## src/rtl/dram_arb_pkg.sv

```systemverilog
// Shared types and defaults for the data-RAM port arbiter.
package dram_arb_pkg;

  typedef enum logic [1:0] {
    OWN_NONE = 2'd0,
    OWN_CPU  = 2'd1,
    OWN_AUX  = 2'd2
  } owner_t;

  localparam logic [3:0]  BE_NONE      = 4'b0000;
  localparam int unsigned DEF_AW       = 10;
  localparam int unsigned DEF_MAX_WAIT = 8;
  localparam int unsigned DEF_CW       = 8;

  // Byte write enables presented to the RAM for one command.
  function automatic logic [3:0] wr_mask(input logic we, input logic [3:0] be);
    return we ? be : BE_NONE;
  endfunction

endpackage

```

## src/rtl/arb_starve_timer.sv

```systemverilog
// Aux starvation timer: counts blocked aux cycles and raises starve once
// the count has sat at MAX_WAIT for a blocked cycle.
module arb_starve_timer
  import dram_arb_pkg::*;
#(
  parameter int unsigned MAX_WAIT = DEF_MAX_WAIT,
  parameter int unsigned CW       = DEF_CW
) (
  input  logic clk,
  input  logic rst,
  input  logic aux_req,
  input  logic aux_ready,
  output logic starve
);

  localparam logic [CW-1:0] WAIT_MAX = CW'(MAX_WAIT);

  logic [CW-1:0] wait_cnt;

  // A withdrawn or served aux request clears everything, even on the edge
  // where starve would otherwise have been raised.
  always_ff @(posedge clk or posedge rst) begin
    if (rst) begin
      wait_cnt <= '0;
      starve   <= 1'b0;
    end else if (!aux_req || aux_ready) begin
      wait_cnt <= '0;
      starve   <= 1'b0;
    end else if (wait_cnt != WAIT_MAX) begin
      wait_cnt <= wait_cnt + 1'b1;
    end else begin
      starve   <= 1'b1;
    end
  end

endmodule

```

## src/rtl/dram_port_arbiter.sv

```systemverilog
// Single-port data RAM arbiter between CPU (priority) and aux master.
// Optional conflict statistics counter enabled by RAM_ARB_STATS_EN.
module dram_port_arbiter
  import dram_arb_pkg::*;
#(
  parameter int unsigned AW       = DEF_AW,
  parameter int unsigned MAX_WAIT = DEF_MAX_WAIT,
  parameter int unsigned CW       = DEF_CW
) (
  input  logic          clk,
  input  logic          rst,
  input  logic          cpu_req,
  input  logic          cpu_we,
  input  logic [3:0]    cpu_be,
  input  logic [AW-1:0] cpu_addr,
  input  logic [31:0]   cpu_wdata,
  output logic          cpu_ready,
  output logic          cpu_rvalid,
  output logic [31:0]   cpu_rdata,
  input  logic          aux_req,
  input  logic          aux_we,
  input  logic [3:0]    aux_be,
  input  logic [AW-1:0] aux_addr,
  input  logic [31:0]   aux_wdata,
  output logic          aux_ready,
  output logic          aux_rvalid,
  output logic [31:0]   aux_rdata,
  output logic [AW-1:0] ram_addr,
  output logic [31:0]   ram_wdata,
  output logic [3:0]    ram_wea,
  input  logic [31:0]   ram_douta
`ifdef RAM_ARB_STATS_EN
  ,
  output logic [CW-1:0] conflict_cnt
`endif
);

  logic   starve;
  logic   grant_cpu;
  logic   grant_aux;
  owner_t own_q1;
  owner_t own_q2;

  arb_starve_timer #(
    .MAX_WAIT (MAX_WAIT),
    .CW       (CW)
  ) u_starve (
    .clk       (clk),
    .rst       (rst),
    .aux_req   (aux_req),
    .aux_ready (grant_aux),
    .starve    (starve)
  );

  // Grants are masked while reset is held so no transfer is offered.
  always_comb begin
    grant_cpu = 1'b0;
    grant_aux = 1'b0;
    if (!rst) begin
      if (starve) begin
        grant_aux = aux_req;
        grant_cpu = cpu_req && !aux_req;
      end else begin
        grant_cpu = cpu_req;
        grant_aux = aux_req && !cpu_req;
      end
    end
  end

  assign cpu_ready = grant_cpu;
  assign aux_ready = grant_aux;

  always_ff @(posedge clk or posedge rst) begin
    if (rst) begin
      ram_addr  <= '0;
      ram_wdata <= '0;
      ram_wea   <= BE_NONE;
      own_q1    <= OWN_NONE;
      own_q2    <= OWN_NONE;
    end else begin
      own_q2 <= own_q1;
      if (grant_cpu) begin
        ram_addr  <= cpu_addr;
        ram_wdata <= cpu_wdata;
        ram_wea   <= wr_mask(cpu_we, cpu_be);
        own_q1    <= cpu_we ? OWN_NONE : OWN_CPU;
      end else if (grant_aux) begin
        ram_addr  <= aux_addr;
        ram_wdata <= aux_wdata;
        ram_wea   <= wr_mask(aux_we, aux_be);
        own_q1    <= aux_we ? OWN_NONE : OWN_AUX;
      end else begin
        ram_wea   <= BE_NONE;
        own_q1    <= OWN_NONE;
      end
    end
  end

  // Read data lands one cycle after issue; only the tagged owner updates.
  always_ff @(posedge clk or posedge rst) begin
    if (rst) begin
      cpu_rdata <= '0;
      aux_rdata <= '0;
    end else begin
      if (own_q1 == OWN_CPU) cpu_rdata <= ram_douta;
      if (own_q1 == OWN_AUX) aux_rdata <= ram_douta;
    end
  end

  assign cpu_rvalid = (own_q2 == OWN_CPU);
  assign aux_rvalid = (own_q2 == OWN_AUX);

`ifdef RAM_ARB_STATS_EN
  always_ff @(posedge clk or posedge rst) begin
    if (rst) begin
      conflict_cnt <= '0;
    end else if (cpu_req && aux_req && (conflict_cnt != '1)) begin
      conflict_cnt <= conflict_cnt + 1'b1;
    end
  end
`endif

endmodule
```

## config.mk

```make
export PLATFORM = sky130hd
export DESIGN_NAME = dram_port_arbiter
export DESIGN_NICKNAME = d
export VERILOG_FILES = /design/src/rtl/dram_arb_pkg.sv /design/src/rtl/arb_starve_timer.sv /design/src/rtl/dram_port_arbiter.sv
export SDC_FILE = /design/constraint.sdc
export NUM_CORES = 1
export LEC_CHECK = 0
export BUFFER_PORTS_ARGS = -buffer_cell sky130_fd_sc_hd__buf_4
export CAP_MARGIN = 40
export CORE_MARGIN = 10
export CORE_UTILIZATION = 30
export CTS_CLUSTER_SIZE = 16
export DETAILED_ROUTE_END_ITERATION = 10
export SLEW_MARGIN = 15
export SYNTH_ARGS = -nofsm -noshare
export SYNTH_HDL_FRONTEND = slang
export SYNTH_HIERARCHICAL = 1
export SYNTH_SLANG_ARGS = --single-unit
```

## constraint.sdc

```tcl
create_clock -name clk -period 1.9 [get_ports clk]
set_input_delay 0.095 -clock clk [delete_from_list [all_inputs] [get_ports clk]]
set_output_delay 0.095 -clock clk [all_outputs]
set_load 0.02 [all_outputs]
```

==> results of run 1 <==
power by group through the flow:
| stage | sequential (W) | clock [W] | combinational, W |
|---|---|---|---|
| floorplan | 0.00385 | 0 | 0.000595 |
| global placement | 0.00334 | 0 | 0.00222 |
| detailed placement | 0.00336 | 0 | 0.00226 |
| CTS | 0.00332 | 0.00344 | 0.00247 |
| global route | 0.00337 | 0.00358 | 0.00262 |
| finish | 0.00332 | 0.00336 | 0.00245 |
worst paths after layout:
| kind | endpoint | from | slack [ns] |
|---|---|---|---|
| max | cpu_ready | rst | 0.08 |
| min | ram_addr[9] | cpu_addr[9] | 0.02 |
| max reg2reg | u_starve/wait_cnt[7] | u_starve/starve | 0.35 |
| min reg2reg | own_q2[0] | own_q1[0] | 0.39 |
| max in group asynchronous | aux_rdata[2] | rst | 0.73 |
| min in group asynchronous | u_starve/wait_cnt[1] | rst | 0.29 |
per-layer routing:
metal | vias up | global-route usage, % | wire [um]
met5 | - | 0 | 0
met4 | 0 | 7.06 | 563
met3 | 47 | 5.77 | 1670
met2 | 249 | 25.7 | 9250
met1 | 2569 | 18.0 | 7850
li1 | 2435 | - | -
flip-flops by register name, summed over array words and instances (netlist names):
name	flops
aux_rdata	32
cpu_rdata	32
own_q1	2
own_q2	2
ram_addr	10
ram_wdata	32
ram_wea	4
u_starve/starve	1
u_starve/wait_cnt	8
cells in the final DEF, fill, tap and decap left out, drive strengths merged, types with 2 or more instances in the layout:
cell type    netlist  layout
nor2              45      45
ha                 2       2
o2111ai           42      42
a21oi              2       2
nand3              3       3
nand2              6       6
nor2b              4       4
bufinv             0       3
xor2               2       2
clkinv             2       4
inv                4      10
a32o               4       4
clkinvlp           0       3
dfrtp            123     123
clkbuf            14      18
nor3               4       4
dlygate4sd3        0     124
o21ai             45      45
diode              0       2
buf               29     255
or3                2       2
and2               2       2
nand4              2       2
mux2              64      64
nand2b             4       4
a31oi             42      42
cell families after synthesis:
group           synth area share (%)
compound gates                  17.2
flops                           56.8
simple gates                    6.83
mux                             13.5
buf+inv                         4.78
xor+xnor                       0.485
fa+ha+maj                      0.462
stage by stage:
stage | total power, W | utilization [%] | hold slack (ns)
after floorplan | 0.00445 | - | -0.0771
after detailed placement | 0.00562 | 41.8 | 0.154
after global placement | 0.00556 | 41.8 | 0.135
after CTS | 0.00923 | 52.2 | 0.00280
after global routing | 0.00957 | 52.2 | 0.0403
final | 0.00913 | 52.2 | 0.0243
critical path, cell delays in order:
cell and delay, ns:
dlygate4sd3_1 0.54, buf_4 0.17, nand2b_2 0.18, nor2_1 0.47
buf_4 0.26
cell type report:
cell class	instances	area, sq um	share of cell area, %
antenna	2	5.00	0.0537
clock buffer	18	429	4.61
clock inverter	14	185	1.99
inverter	6	27.5	0.296
multi-input combinational	284	2080	22.4
sequential	123	3080	33.1
tap	229	287	3.08
timing repair buffer	379	3220	34.6
==> results.md, run 1 <==
- Overflow after GRT: 0
- Post-Synthesis Cells: 456
- Die Y-Extent: 154 um
- Placement Setup Slack: 0.353 ns
- Max Clock Skew: about 0.0058 ns
- Via count: 5,300
- Clock power share: a little under two fifths
- CORE AREA: 17,800 sq um
- Pin count of the biggest net entering global routing: 85
- Max-cap check violation count: 0
- Non-filler cells, final: 1,055
- Final period utilization: 95.8%
- Combinational power share: 26.8%
- Hold buffers post-CTS: ~120
- Tmin final: 1.82 ns
- Setup Buffers After CTS: 0
- Pre-antenna DRT Iters: 5
- LEAKAGE: 4.12 nW
- Largest area contributor in the netlist: dfrtp_1
- Power Density: 980 nW/um^2
- Synth top cells by count: 123 x dfrtp_1, 59 x mux2_2, 45 x nor2_1
- CTS Buffer Depth: 2
- Switching Fraction: 30.1%
- Status: completed
- Total CTS buffers: 17
- Routability congestion estimate: between 0.8 and 0.9
- CTS resizes: 0
- Yosys warning total: 6
- Die Area: 23,800 sq um
- Sequential fraction of the synthesis area: 56.8%
- Peak VDD IR: 0.000582 V
- Share of layout cells above drive strength 1: between 40% and 50%
- Reg power frac: 36.3%
- Type of the worst setup path: input pin to output port
- Syn-to-layout area delta: 71.8%
- RSZ-0062 raised after global routing: no
- Initial core utilization: 30.4%
- Flops & latches, synth: 123
- Worst min path class: input pin to flop
- FP Rows: 49
- Nets: 943
- Vias in the first global route: 5,712
- Worst setup EP type: output port
- Die width: 154 um
- Top-area cell type share of the netlist area: 56.8%
- Critical Path RT: 1.80 ns
- Routed Antenna Nets: 0
- Async S/R FF share, synth: 100%
- Clock sinks: about 120
- Slew Viols, Final: 0
- Gr usage total: 15.7%
- Setup violators final: 0
- Htree depth: 4
- Routed len/inst: roughly 18 um
- Worst hold stages: 3
- Filler instances: roughly 1,500
- Port Buffer Count: 243
- Max Freq: 0.549 GHz
- Final WS setup: roughly 0.079 ns
- Syn Area/Cell: 11.9 sq um
- CP arrival: 1.73 ns
- Post-route design area: 9310 sq um
- Rel. slew slack: 57.4%
- NetSw: 0.00275 W
- Setup_tns: 0 ns
- First-pass GRT wire length: between 30 and 40 mm
- Wirelength, routed: 19.3 mm
- Placed wire-length estimate: about 13 mm
- Clk root buf: clkbuf_16
- Internal power: 0.00638 W
- Inst Count DP: approximately 900
- DP Area: 7450 sq um
- Mapped Nets: just under 600
- First-iteration detailed-routing DRC count: 264
- EDFF count, synth: 0
- R2R cell count: 5
- Main area contributors after synthesis: dfrtp_1 57%, mux2_2 12%, o2111ai_1 6.8%
- Clock transition at path regs: ~0.06 ns
- Post-Syn Area: 5420 sq um
- Final hold viol count: 0
- Top-count cell post-synth: dfrtp_1
- Remaining DRCs: 0
- Vias/cell: 5.02
- IO Count: 244
- Ys flop type: dfrtp_1
- Count of unique library cells instantiated by Yosys: 41
- Clock Latency Late Sink: 0.41 ns
- TritonCTS clock tree: done
- Worst-Margin Slew: 0.639 ns
- Setup crit start kind: input pin
- Crit-path max FO: 7
- Initial antenna violation count: 1
Power figures use the tool's default switching activity.
==> run 2: changes to the inputs <==
Settings changed: CELL_PAD_IN_SITES_DETAIL_PLACEMENT set to 1, CELL_PAD_IN_SITES_GLOBAL_PLACEMENT set to 2, CORE_UTILIZATION 30 to 26, PLACE_DENSITY_LB_ADDON set to 0.1.
==> run 2 against run 1 <==
  * Non-clock buffer count increased by 3
  * Wire length grew 17%
  * Register-to-register slack got worse by 0.17 ns
  * Fmax grew 5.7%
  * Hold slack worse by 0.0063 ns
  * Clock skew grew 0.0040 ns
  * Sequential cell count stayed put
  * Total power fell by 0.49%
  * Global-route usage grew 0.92 points
  * Clock-buffer cell count unchanged
  * Sequential share of layout area down 0.17 points
  * Final area is 0.51% higher
==> results.md, run 2 (synthesis results as in run 1) <==
- CORE AREA: 20,400 sq um (+14%)
- Die Y-Extent: 164 um (+6.5%)
- Final hold viol count: 0 (unchanged)
- Combinational power share: 27.7% (+0.9 points)
- Routed len/inst: 20.7 um (+13%)
- Port Buffer Count: 243 (unchanged)
- NetSw: 0.00284 W (+3.0%)
- Filler instances: 2,186 (+48%)
- Type of the worst setup path: flop to flop
- Clock transition at path regs: 0.06 ns (about the same)
- Initial core utilization: 26.6% (-3.8 points)
- Routed Antenna Nets: 0 (unchanged)
- ANT cells: 0 (-2)
- Wirelength, routed: 22.7 mm (+17%)
- Gr usage total: 16.6% (+0.92 points)
- Via count: 5,153 (-2.8%)
- Slew Viols, Final: 0 (unchanged)
- WHS: 0.0180 ns (-0.00628 ns)
- Switching Fraction: 31.2% (+1.1 points)
- Max Freq: 0.580 GHz (+5.7%)
- Remaining DRCs: 0 (unchanged)
- Clk root buf: clkbuf_16
- Syn-to-layout area delta: 72.7%
- Max Clock Skew: 0.00978 ns (+0.00396 ns)
- Htree depth: 4 (unchanged)
- TritonCTS clock tree: done
- Clock sinks: 123 (unchanged)
- Setup Buffers After CTS: 0 (unchanged)
- Critical Path RT: 2.25 ns (+0.45 ns)
- Commonest cells after routing, fill and taps aside: 256 x buf_4, 123 x dfrtp_1, 122 x dlygate4sd3_1
- Vias/cell: 4.70 (-6.5%)
- Overflow after GRT: 0 (unchanged)
- Crit-path max FO: 5 (-2)
- Clock power share: 36.0% (-0.9 points)
- Peak VDD IR: 0.000565 V (-2.9%)
- First-pass GRT wire length: 34.9 mm (+14%)
- Total CTS buffers: 17 (unchanged)
- First-iteration detailed-routing DRC count: 167 (-37%)
- IO Count: 244 (unchanged)
- Nets: 946 (+0.32%)
- Rel. slew slack: 55.8% (-1.6 points)
- Clock Latency Late Sink: 0.42 ns (about the same)
- Setup crit start kind: flop
- Die width: 164 um (+6.5%)
- Setup violators final: 0 (unchanged)
- Die Area: 27,000 sq um (+13%)
- Area of the multi-input gates: 2100 sq um (+0.84%)
- Setup_tns: 0 ns (unchanged)
- Power Density: 971 nW/um^2 (-1.0%)
- Initial antenna violation count: 0 (-1)
- Worst setup EP type: flop
- Storage cell area: 3080 sq um (unchanged)
- Internal power: 0.00625 W (-2.0%)
- CTS Buffer Depth: 2 (unchanged)
- Worst-Margin Slew: 0.663 ns (+0.0242 ns)
- Placed wire-length estimate: 15.7 mm (+21%)
- Total power: 0.00909 W (-0.49%)
- CP arrival: 2.07 ns (+0.34 ns)
- Routability congestion estimate: 0.756 (-11%)
- Share of layout cells above drive strength 1: 43.4% (+0.57 points)
- Final period utilization: 90.7% (-5.2 points)
- Biggest regs: aux_rdata (32), cpu_rdata (32), ram_wdata (32)
- Pre-antenna DRT Iters: 4 (-1)
- Max-cap check violation count: 0 (unchanged)
- Pin count of the biggest net entering global routing: 79 (-7.1%)
- LEAKAGE: 4.14 nW (+0.50%)
- Vias in the first global route: 5,859 (+2.6%)
- Tmin final: 1.72 ns (-0.0981 ns)
- RSZ-0062 raised after global routing: no
- Status: completed
- Reg power frac: 36.4% (about the same)
- Leading cell type in the layout, fill and taps excluded: buf_4
- Worst min path class: input pin to flop
- FP Rows: 52 (+6.1%)
==> run 2: cell type report <==
type | count | share of cell area, %
clock buffer | 18 | 4.58
clock inverter | 14 | 1.75
inverter | 6 | 0.294
multi-input combinational | 284 | 22.4
sequential | 123 | 32.9
tap | 270 | 3.61
timing repair buffer | 382 | 34.4
==> run 2: timing repair <==
item / in CTS / in global routing
hold endpoints to repair: 152 / 0
hold buffers: 122 / 0
setup endpoints to repair: 0 / 3
resized for setup: 0 / 2
==> run 2: routing by layer <==
metal / global-route usage [%] / share of wire [%]
met1: 18.8 / 41
met2: 29.8 / 52
met3: 5.03 / 5.7
met4: 4.59 / 1.6
met5: 0 / 0
==> run 2: power groups by stage <==
stage	registers, W	logic (W)	clock network, W
4_1_cts	0.00330	0.00255	0.00336
2_1_floorplan	0.00385	0.000595	0
3_5_place_dp	0.00335	0.00234	0
6_report	0.00330	0.00251	0.00327
5_1_grt	0.00336	0.00269	0.00350
3_3_place_gp	0.00332	0.00230	0
==> run 2: worst paths after layout <==
check | start | slack, ns | cells after the start | end
max in group asynchronous | rst | 0.48 | 4 | aux_rdata[7]
min in group asynchronous | rst | 0.38 | 3 | u_starve/starve
max | u_starve/starve | 0.18 | 4 | ram_wea[2]
min reg2reg | own_q1[1] | 0.40 | 0 | own_q2[1]
max reg2reg | u_starve/starve | 0.18 | 4 | ram_wea[2]
min | cpu_addr[9] | 0.02 | 3 | ram_addr[9]
==> run 2: critical path: stages (launching register included) <==
cell           delay [ns]
dfrtp_1              0.43
and2_1               0.19
nor2_2               0.27
a32o_1               0.22
dlygate4sd3_1        0.55
==> run 2: stage by stage <==
stage	util [%]	cell area [sq um]	setup slack, ns	cells
3_5_place_dp	37.0	7530	0.402	943
6_report	46.0	9360	0.177	1097
4_1_cts	45.9	9350	0.0227	1097
5_1_grt	46.0	9360	0.0883	1097
3_3_place_gp	37.0	7530	0.392	943
2_1_floorplan	-	5420	0.311	456
